--- config.mk ---
export PLATFORM = sky130hd
export DESIGN_NAME = id_ex_register
export DESIGN_NICKNAME = d
export VERILOG_FILES = /design/src/rtl/pipeline_pkg.sv /design/src/rtl/pipeline_reg.sv /design/src/rtl/id_ex_register.sv
export SDC_FILE = /design/constraint.sdc
export NUM_CORES = 1
export LEC_CHECK = 0
export BUFFER_PORTS_ARGS = -buffer_cell sky130_fd_sc_hd__clkbuf_2
export CAP_MARGIN = 30
export CORE_MARGIN = 10
export CORE_UTILIZATION = 40
export CTS_CLUSTER_SIZE = 12
export DETAILED_ROUTE_END_ITERATION = 8
export GPL_TIMING_DRIVEN = 0
export PLACE_DENSITY = 0.77
export SLEW_MARGIN = 20
export SYNTH_ARGS = -nofsm -noshare
export SYNTH_HDL_FRONTEND = slang
export SYNTH_SLANG_ARGS = --single-unit
export TNS_END_PERCENT = 20
--- constraint.sdc ---
create_clock -name clk_i -period 7.8 [get_ports clk_i]
set_clock_uncertainty 0.15 [all_clocks]
set_input_delay 0.78 -clock clk_i [delete_from_list [all_inputs] [get_ports clk_i]]
set_output_delay 0.78 -clock clk_i [all_outputs]
set_load 0.05 [all_outputs]
--- src/rtl/pipeline_pkg.sv ---
// Shared pipeline types: ID/EX control word and its bubble value.
package pipeline_pkg;

  // Decoded control word carried from decode into execute.
  // The ALU code is only transported here, never interpreted.
  typedef struct packed {
    logic [3:0] alu_control;
    logic       alu_src;
    logic [1:0] result_src;
    logic       reg_write;
    logic       mem_write;
    logic       branch;
    logic       jump;
    logic [2:0] funct3;
    logic       valid;
  } id_ex_ctrl_t;

  localparam int unsigned ID_EX_CTRL_W = $bits(id_ex_ctrl_t);

  // A bubble is an all-zero control word: no side effects, not valid.
  localparam id_ex_ctrl_t ID_EX_CTRL_BUBBLE = '0;

endpackage

--- src/rtl/pipeline_reg.sv ---
// Generic pipeline register with enable, synchronous clear and async reset.
module pipeline_reg #(
  parameter int unsigned WIDTH = 8
) (
  input  logic             clk,
  input  logic             rst,
  input  logic             en,
  input  logic             clr,
  input  logic [WIDTH-1:0] d,
  output logic [WIDTH-1:0] q
);

  // Reset clears; otherwise when enabled, load zero on clr or capture d.
  always_ff @(posedge clk or posedge rst) begin
    if (rst) begin
      q <= '0;
    end else if (en) begin
      q <= clr ? '0 : d;
    end
  end

endmodule

--- src/rtl/id_ex_register.sv ---
// ID/EX pipeline register with stall/flush handling and a saturating bubble counter.
module id_ex_register
  import pipeline_pkg::*;
#(
  parameter int unsigned XLEN   = 32,
  parameter int unsigned BCNT_W = 16
) (
  input  logic              clk_i,
  input  logic              reset_i,
  input  logic              stall_e_i,
  input  logic              flush_e_i,
  input  logic              valid_d_i,
  input  logic [3:0]        alu_control_d_i,
  input  logic              alu_src_d_i,
  input  logic [1:0]        result_src_d_i,
  input  logic              reg_write_d_i,
  input  logic              mem_write_d_i,
  input  logic              branch_d_i,
  input  logic              jump_d_i,
  input  logic [2:0]        funct3_d_i,
  input  logic [XLEN-1:0]   rd1_d_i,
  input  logic [XLEN-1:0]   rd2_d_i,
  input  logic [XLEN-1:0]   pc_d_i,
  input  logic [XLEN-1:0]   pc_plus4_d_i,
  input  logic [XLEN-1:0]   imm_ext_d_i,
  input  logic [4:0]        rs1_d_i,
  input  logic [4:0]        rs2_d_i,
  input  logic [4:0]        rd_d_i,
  output logic              valid_e_o,
  output logic [3:0]        alu_control_e_o,
  output logic              alu_src_e_o,
  output logic [1:0]        result_src_e_o,
  output logic              reg_write_e_o,
  output logic              mem_write_e_o,
  output logic              branch_e_o,
  output logic              jump_e_o,
  output logic [2:0]        funct3_e_o,
  output logic [XLEN-1:0]   rd1_e_o,
  output logic [XLEN-1:0]   rd2_e_o,
  output logic [XLEN-1:0]   pc_e_o,
  output logic [XLEN-1:0]   pc_plus4_e_o,
  output logic [XLEN-1:0]   imm_ext_e_o,
  output logic [4:0]        rs1_e_o,
  output logic [4:0]        rs2_e_o,
  output logic [4:0]        rd_e_o,
  output logic [BCNT_W-1:0] bubble_count_o
);

  localparam int unsigned DATA_W = 5 * XLEN + 15;

  id_ex_ctrl_t       ctrl_d;
  id_ex_ctrl_t       ctrl_e;
  logic [DATA_W-1:0] data_d;
  logic [DATA_W-1:0] data_e;
  logic              load_en;
  logic              ctrl_clr;
  logic              data_clr;
  logic              bubble;

  // Flush overrides stall, so the registers advance on flush or when not stalled.
  // The clear inputs only take effect when the register is enabled, so an
  // invalid instruction sitting under a stall does not disturb the held word.
  assign load_en  = flush_e_i | ~stall_e_i;
  assign ctrl_clr = flush_e_i | ~valid_d_i;
  assign data_clr = flush_e_i;
  assign bubble   = flush_e_i | (~stall_e_i & ~valid_d_i);

  // Assemble the incoming control word from the decode-stage strobes.
  always_comb begin
    ctrl_d             = ID_EX_CTRL_BUBBLE;
    ctrl_d.alu_control = alu_control_d_i;
    ctrl_d.alu_src     = alu_src_d_i;
    ctrl_d.result_src  = result_src_d_i;
    ctrl_d.reg_write   = reg_write_d_i;
    ctrl_d.mem_write   = mem_write_d_i;
    ctrl_d.branch      = branch_d_i;
    ctrl_d.jump        = jump_d_i;
    ctrl_d.funct3      = funct3_d_i;
    ctrl_d.valid       = valid_d_i;
  end

  assign data_d = {rd1_d_i, rd2_d_i, pc_d_i, pc_plus4_d_i, imm_ext_d_i,
                   rs1_d_i, rs2_d_i, rd_d_i};

  pipeline_reg #(
    .WIDTH (ID_EX_CTRL_W)
  ) u_ctrl_reg (
    .clk (clk_i),
    .rst (reset_i),
    .en  (load_en),
    .clr (ctrl_clr),
    .d   (ctrl_d),
    .q   (ctrl_e)
  );

  pipeline_reg #(
    .WIDTH (DATA_W)
  ) u_data_reg (
    .clk (clk_i),
    .rst (reset_i),
    .en  (load_en),
    .clr (data_clr),
    .d   (data_d),
    .q   (data_e)
  );

  // Count bubbles entering execute, saturating at all-ones.
  always_ff @(posedge clk_i or posedge reset_i) begin
    if (reset_i) begin
      bubble_count_o <= '0;
    end else if (bubble && (bubble_count_o != '1)) begin
      bubble_count_o <= bubble_count_o + BCNT_W'(1);
    end
  end

  assign valid_e_o       = ctrl_e.valid;
  assign alu_control_e_o = ctrl_e.alu_control;
  assign alu_src_e_o     = ctrl_e.alu_src;
  assign result_src_e_o  = ctrl_e.result_src;
  assign reg_write_e_o   = ctrl_e.reg_write;
  assign mem_write_e_o   = ctrl_e.mem_write;
  assign branch_e_o      = ctrl_e.branch;
  assign jump_e_o        = ctrl_e.jump;
  assign funct3_e_o      = ctrl_e.funct3;

  assign {rd1_e_o, rd2_e_o, pc_e_o, pc_plus4_e_o, imm_ext_e_o,
          rs1_e_o, rs2_e_o, rd_e_o} = data_e;

endmodule
==> results list, run 1 <==
- Post-synth top area cell: sky130_fd_sc_hd__dfrtp_1
- Post-place setup slack: 4820 ps
* Clock network latency to the later pin of the worst-skew pair: 500 ps
* Post-CTS setup-driven buffer insertion count: 0
- The most critical setup path has its endpoint at u_data_reg.q[125].
- In this run the static leakage power is 6.58 nW.
* Slew Limit Headroom: 54.4%
- Summing all placed instances gives a cell area of 10900 um^2.
* Std-Cell Rows: 53
- Max rail drop VDD: 0.222 mV
- 0 antenna diodes ended up in the layout.
* Final Instance Count excl. Fillers: 1431
* CP top delay family: buffers and inverters
* Core ar.: 21000 um^2
* Width of the die: 166 um
- WS Path Type: primary input to flop
- Wire length of the first global-routing pass: 40.4 mm
* Sink Count: 206
- The number of buffers and inverters on the critical path is 4.
* Synth Instances: 719
- After layout, the worst path uses 30.1% of the clock period.
- The initial antenna violation count was 0.
* Total Negative Setup Slacks: 0 ps
- In this run the worst setup path begins at flush_e_i.
- Final setup viols: 0
- Critical path depth: 5
- TritonCTS built the clock tree.
- Clock tree synthesis inserted a total of 23 buffers.
- #FFs+latches synth: 206
* Startpoint of the worst register-to-register path: bubble_count_o[1]
* Routed Wire Length: 27.6 mm
- 400 I/O pins were placed.
- Most common cell after layout, fill and taps aside: sky130_fd_sc_hd__clkbuf_2
- For this block, the initial DRC count from the detailed router was 341.
- Hold Buf Count CTS: 0
* Destination of the worst register-to-register timing path: bubble_count_o[12]
* Global routing met1 resource utilization: 21.3%
- Launching element type of the critical path: primary input
* Vias post-DR: 6858
- Once detailed placement completed, the half-perimeter wirelength came to 21.6 mm.
- Number of hold violations in the final report: 0
* Max Slew Vio Count: 0
- The die covers 27400 um^2.
- At the worst endpoint, the arrival time is 2560 ps.
- At the worst endpoint, the required time is 8010 ps.
* Die Height: 166 um
* Via count of the first global-routing pass: 7346
- At the end of routability-driven placement, the weighted congestion stood at 0.880.
- Max capacitance violation total: 0
* Share of synthesized area spent on multiplexers: 21.0%
- CTS built an H-tree with a depth of 1.
* All-layer global routing usage: 18.7%
- Largest stage delay, worst path: 540 ps
- Internal power: 1.89 mW
- The first TritonRoute pass finished after 5 iterations.
- In this run the biggest area consumer among cell types represents 60.9% of the synthesized area.
- In this run, distinct cell masters in the synthesized netlist total 36.
* Syn_nets: 914
* Compound-cell area share of the yosys netlist: 1.55%
- Clock-pin transition on the worst setup and hold timing paths: 60 ps
* Synth-to-Final Area Change: 36.1%
* Pin count of the biggest net entering global routing: 89
- After routing the design area is 11500 um^2.
- CP Cell Sequence: clkbuf_2 -> clkbuf_1 -> clkbuf_1 -> buf_1 -> nor2_1
* Switching power: 0.973 mW
- In this run the deepest clock path goes through 3 buffers.
* Result of the run: completed
- Initial Util: 40.4%
- Fill cells in the final layout number 1858.
* Busiest grt layer: met2
- Port Buffers: 398
- Share of power burned in registers: 42.4%
- The tightest hold path in the finished design has a slack of 141 ps.
- Ranked by total cell area, the synthesized netlist is headed by sky130_fd_sc_hd__dfrtp_1 61%, sky130_fd_sc_hd__mux2i_1 21%, sky130_fd_sc_hd__nor2_1 9.3%, sky130_fd_sc_hd__xor2_1 1.2%, sky130_fd_sc_hd__buf_2 1.1%.
- Vias per cell: 4.79
- The library cells used most frequently in the layout, excluding fill and tap cells, are 398 x sky130_fd_sc_hd__clkbuf_2, 210 x sky130_fd_sc_hd__nor2_1, 206 x sky130_fd_sc_hd__dfrtp_1, 176 x sky130_fd_sc_hd__mux2i_1, 29 x sky130_fd_sc_hd__clkbuf_1.
* Largest family of logic cells by synthesized area: multiplexers
- Fraction of synthesized cell area in xor and xnor cells: 1.24%
- Setup repair after global routing missed its margin: no
* Total congestion overflow after global routing: 0
* Simple-gate area share of the yosys netlist: 12.6%
- In the routed design, unresolved DRC markers number 0.
- Worst path setup slack after routing: 5450 ps
- Timing would allow up to 426 MHz.
* Setup crit end kind: flop
- Post-CTS repair changed the size of 0 cells.
* Time the final worst path needs with I/O delays and setup: 2350 ps
* Library cell contributing the largest single delay on the critical path: sky130_fd_sc_hd__clkbuf_1
- Combinational logic burns 23.6% of the power.
- Total power of the final layout: 2.87 mW
* # placed instances: 1394
- Dividing total power by cell area gives a power density of 249 nW/um^2.
- Counting stages on the worst path, the most repeated cell is sky130_fd_sc_hd__clkbuf_1.
- In the final layout, the share of cells above drive strength 1 is 39.9%.
- Met3 capacity usage during global routing: 6.47%
- Post-synthesis adder-cell area fraction: 0.148%
- Worst hold-check path type: primary input to asynchronous set/reset pin
- For the pin with the worst max-slew slack, the measured transition is 684 ps.
- For this run, the number of Yosys warnings is 0.
- The clock network accounts for 34.0% of the total power.
* Syn avg cell area: 11.8 um^2
* Worst-case reg-to-reg path depth: 5
* Sequential cell area fraction in the yosys report: 60.9%
* Critical Path Fanout Max: 10
- The synthesized netlist occupies a cell area of 8470 um^2.
- Clock Tree Root: sky130_fd_sc_hd__clkbuf_16
- Across all register-to-register paths, the minimum setup slack is 5850 ps.
- Dividing the detail-routed wire length by the instance count gives 19.3 um.
- Global-route track usage on met2: 32.4%
* Final antenna-violating net count: 0
* Post-layout nets: 1339
* Final core utilization: 55.0%
* Switching share of total power: 33.9%
-- final cells by class --
cell class / count / area [um^2] / area share, %
Multi-Input combinational cell: 465 / 3100 / 26.9
Buffer: 47 / 214 / 1.86
Timing Repair Buffer: 400 / 2050 / 17.8
Inverter: 1 / 11.3 / 0.0977
Sequential cell: 206 / 5150 / 44.7
Clock inverter: 6 / 36.3 / 0.315
Tap cell: 275 / 344 / 2.98
Clock buffer: 31 / 626 / 5.43
-- logic make-up (layout without fill, tap and decap cells) --
logic type	after synthesis	after routing
AND/OR/NAND/NOR	254	254
flip-flops	206	206
multiplexers	177	177
buffers and inverters	48	485
AO/OA/AOI/OAI	21	21
XOR/XNOR	12	12
adder cells (fa/ha/maj)	1	1
-- synth_stat cells (all sizes together) --
cell,n
nand3,3
dfrtp,206
inv,1
a21oi,15
nor4,3
nand4,8
o21ba,1
nor2,211
and4,1
o21bai,1
a21boi,1
nor4b,1
a22oi,1
nand4bb,1
o22a,1
clkbuf,23
mux2i,176
xor2,12
mux2,1
ha,1
a41oi,1
nor3,6
nor2b,1
nand2,17
and3b,1
buf,24
nand2b,1
-- power groups by stage --
stage                     clock network [mW]  logic (mW)  registers, mW
final                                  0.974       0.676           1.22
after global routing                    1.04       0.720           1.23
after CTS                              0.994       0.685           1.22
after detailed placement                   0       0.683           1.23
after global placement                     0       0.669           1.23
after floorplan                            0       0.197           1.50
-- registers in the layout, summed over array words and instances, names as in the netlist --
signal,cells
u_data_reg.q,175
u_ctrl_reg.q,15
bubble_count_o,16
-- worst min-delay path by stage --
stage | start | to | slack (ps) | cells after the start
after floorplan | bubble_count_o[15] | bubble_count_o[15] | 640 | 1
after global placement | bubble_count_o[15] | bubble_count_o[15] | 340 | 1
after detailed placement | bubble_count_o[15] | bubble_count_o[15] | 350 | 1
after CTS | reset_i | u_data_reg.q[125] | 150 | 2
after global routing | reset_i | u_data_reg.q[125] | 160 | 2
final | reset_i | u_data_reg.q[125] | 140 | 2
-- layer usage --
layer,wire length [um],vias to the layer above
met5,0,-
met4,738,0
met3,2980,49
met2,13700,310
met1,10200,3255
li1,-,3244
Power figures use the tool's default switching activity.
==> run 2: changes to the inputs <==
==> constraint.sdc (replaced) <==
create_clock -name clk_i -period 2.3 [get_ports clk_i]
set_clock_uncertainty 0.15 [all_clocks]
set_input_delay 0.23 -clock clk_i [delete_from_list [all_inputs] [get_ports clk_i]]
set_output_delay 0.23 -clock clk_i [all_outputs]
set_load 0.05 [all_outputs]
==> run 2 against run 1 <==
Against the previous run:
- global-route usage rose by 5.1 points
- worst setup slack got worse by 5400 ps
- via count up 19%
- final area rose by 18%
- critical endpoint is now u_data_reg.q[166]
==> results list, run 2 (synthesis gave the netlist of run 1 again) <==
- Number of optimization iterations in the first detailed-route pass: 4 (was 5)
- Library cell contributing the largest single delay on the critical path: sky130_fd_sc_hd__dlygate4sd3_1 (was sky130_fd_sc_hd__clkbuf_1)
- The utilization after layout was 64.8% (was 55.0%).
- The count of buffers from port buffering is 398 (unchanged).
- The most common cell after layout, fill and taps aside is sky130_fd_sc_hd__clkbuf_2 (unchanged).
- Largest registers ranked by flip-flop count: u_data_reg.q (175), bubble_count_o (16), u_ctrl_reg.q (15) (unchanged)
- Die Height: 166 um (unchanged)
- The max-slew violation count is 0 (unchanged).
* Highest-count cells in the layout ignoring fill and taps: 398 x sky130_fd_sc_hd__clkbuf_2, 210 x sky130_fd_sc_hd__nor2_1, 206 x sky130_fd_sc_hd__dfrtp_1, 192 x sky130_fd_sc_hd__dlygate4sd3_1, 176 x sky130_fd_sc_hd__mux2i_1 (was 398 x sky130_fd_sc_hd__clkbuf_2, 210 x sky130_fd_sc_hd__nor2_1, 206 x sky130_fd_sc_hd__dfrtp_1, 176 x sky130_fd_sc_hd__mux2i_1, 29 x sky130_fd_sc_hd__clkbuf_1)
- Wire length of the first global-routing pass: 51.5 mm (was 40.4 mm)
- Final worst path period share: 95.9%
- Total power of the final layout: 10.2 mW (was 2.87 mW)
* Data required, critical path: 2510 ps (was 8010 ps)
* Post-CTS setup-driven buffer insertion count: 0 (unchanged)
- Final instance area: 13600 um^2 (was 11500 um^2)
* Width of the die: 166 um (unchanged)
- Via count of the first global-routing pass: 9041 (was 7346)
- Worst path setup slack after routing: 95.4 ps (was 5450 ps)
- The detailed-route vias per instance came to 5.00 (was 4.79).
- The CTS tree is built (unchanged).
- The layout net count was 1535 (was 1339).
- The placement row count came to 53 (unchanged).
- Post-place setup slack: -245 ps (was 4820 ps)
- Buffering stage count on the worst path with inverters included: 4 (unchanged)
- Drt wl/cell: 20.9 um (was 19.3 um)
- The total via count after detailed routing came to 8159 (was 6858).
- The number of maximum-capacitance constraint violations was 0 (unchanged).
- The static leakage power was 7.44 nW (was 6.58 nW).
- Antenna violations before repair: 1 (was 0)
* Critical Path Fanout Max: 17 (was 10)
- The die footprint is 27400 um^2 (unchanged).
- Hold slack final: 60.5 ps (was 141 ps)
- Buffers from clock root to sink, at most: 3 (unchanged)
* Worst hold-check path type: primary input to flop (was primary input to asynchronous set/reset pin)
- Derived from the worst setup path, the maximum achievable clock frequency is 454 MHz.
* Max FFs per register: 175 (unchanged)
* Clock-pin transition on the worst setup and hold timing paths: 70 ps (was 60 ps)
- The area of placed instances was 11000 um^2 (was 10900 um^2).
- The final hold violation count came to 0 (unchanged).
- Final setup viols: 0 (unchanged)
- The instance count after placement with tap cells included was 1399 (was 1394).
* Arrival time at the worst endpoint: 2410 ps (was 2560 ps)
- Resized cells post-CTS: 0 (unchanged)
- Result of the run: completed (unchanged)
- The number of top-level pins came to 400 (unchanged).
- The type of origin of the critical path is a primary input (unchanged).
- The type of the worst setup path is primary input to flop (unchanged).
* Depth of the CTS H-tree: 1 (unchanged)
- Total congestion overflow after global routing: 0 (unchanged)
- The endpoint class of the critical path is a flop (unchanged).
- The register with the most flip-flops is u_data_reg.q (unchanged).
* Routed Wire Length: 34.2 mm (was 27.6 mm)
* Setup repair after global routing missed its margin: no (unchanged)
- Max rail drop VDD: 0.521 mV (was 0.222 mV)
* Time the final worst path needs with I/O delays and setup: 2200 ps
- CP Cell Sequence: dlygate4sd3_1 -> buf_6 -> clkbuf_1 -> buf_2 -> mux2i_1 -> nor2_1 (was clkbuf_2 -> clkbuf_1 -> clkbuf_1 -> buf_1 -> nor2_1).
* Core ar.: 21000 um^2 (unchanged)
- Clock Tree Root: sky130_fd_sc_hd__clkbuf_16 (unchanged)
* Initial Util: 40.4% (unchanged)
- Final antenna-violating net count: 0 (unchanged)
- The final routed DRC violation total was 0 (unchanged).
- The relative area change from synthesis to final layout is 60.5% (was 36.1%).
- Worst Max-Slew Pin Slew: 731 ps (was 684 ps)
- CP top delay family: buffers and inverters (unchanged)
- The weighted congestion reported at the end of routability-driven placement was 0.844 (was 0.880).
- The largest stage delay on the critical path was 550 ps (was 540 ps).
* Fraction of layout instances using a drive strength above 1: 34.6% (was 39.9%)
- All-layer global routing usage: 23.8% (was 18.7%)
* Slew Limit Headroom: 51.2% (was 54.4%)
* Number of DRC markers after the initial detailed-route iteration: 614 (was 341)
- HPWL after detailed placement: 22.0 mm (was 21.6 mm)
- The aggregate negative setup slack is 0 ps (unchanged).
- Final Instance Count excl. Fillers: 1631 (was 1431)
* Number of buffers created by CTS: 23 (unchanged)
- The clock network latency to the later pin of the worst-skew pair came to 500 ps (about the same).
- The maximum number of pins on one net before global-route repair came to 35 (was 89).
- PwrDens: 754 nW/um^2 (was 249 nW/um^2)
- Sink Count: 206 (unchanged)
run 2: repair_timing:
item                                    CTS  global route
hold buffers                            192             0
hold endpoints to repair                264             0
endpoints found under the setup margin    0             1
run 2: report_power, final:
part           total (mW)  switching [mW]  leakage (nW)  internal, mW
Clock                3.46            1.46         0.351          2.00
Sequential           4.15           0.252          2.72          3.89
Combinational        2.64            1.78          4.36         0.860
run 2: layer usage:
metal / GRT usage [%] / wire length (um)
met5: 0 / 0
met4: 9.38 / 1340
met3: 6.49 / 3030
met2: 43.1 / 17700
met1: 25.7 / 12100
run 2: worst register-to-register path: stages, from the launching register on:
cell and delay, ps:
sky130_fd_sc_hd__dfrtp_1 420, sky130_fd_sc_hd__ha_1 190, sky130_fd_sc_hd__nand3_1 200, sky130_fd_sc_hd__nand2b_1 290, sky130_fd_sc_hd__nor4b_1 360, sky130_fd_sc_hd__xor2_1 170
run 2: path summary, 6_finish.rpt:
kind / from / cells after the start / endpoint / slack, ps
setup reg to reg: bubble_count_o[0] / 5 / bubble_count_o[12] / 450
setup / recovery: stall_e_i / 6 / u_data_reg.q[166] / 100
hold / removal: valid_d_i / 5 / u_ctrl_reg.q[12] / 60
max in group asynchronous: reset_i / 7 / u_data_reg.q[48] / 740
min in group asynchronous: reset_i / 3 / u_data_reg.q[125] / 130
hold reg to reg: bubble_count_o[14] / 1 / bubble_count_o[14] / 360
run 2: final cells by class:
| cell class | instances | area (um^2) |
|---|---|---|
| Antenna cell | 1 | 2.50 |
| Buffer | 46 | 210 |
| Clock buffer | 34 | 667 |
| Clock inverter | 6 | 37.5 |
| Fill cell | 1476 | 7370 |
| Inverter | 1 | 7.51 |
| Multi-Input combinational cell | 465 | 3100 |
| Sequential cell | 206 | 5150 |
| Tap cell | 275 | 344 |
| Timing Repair Buffer | 597 | 4070 |
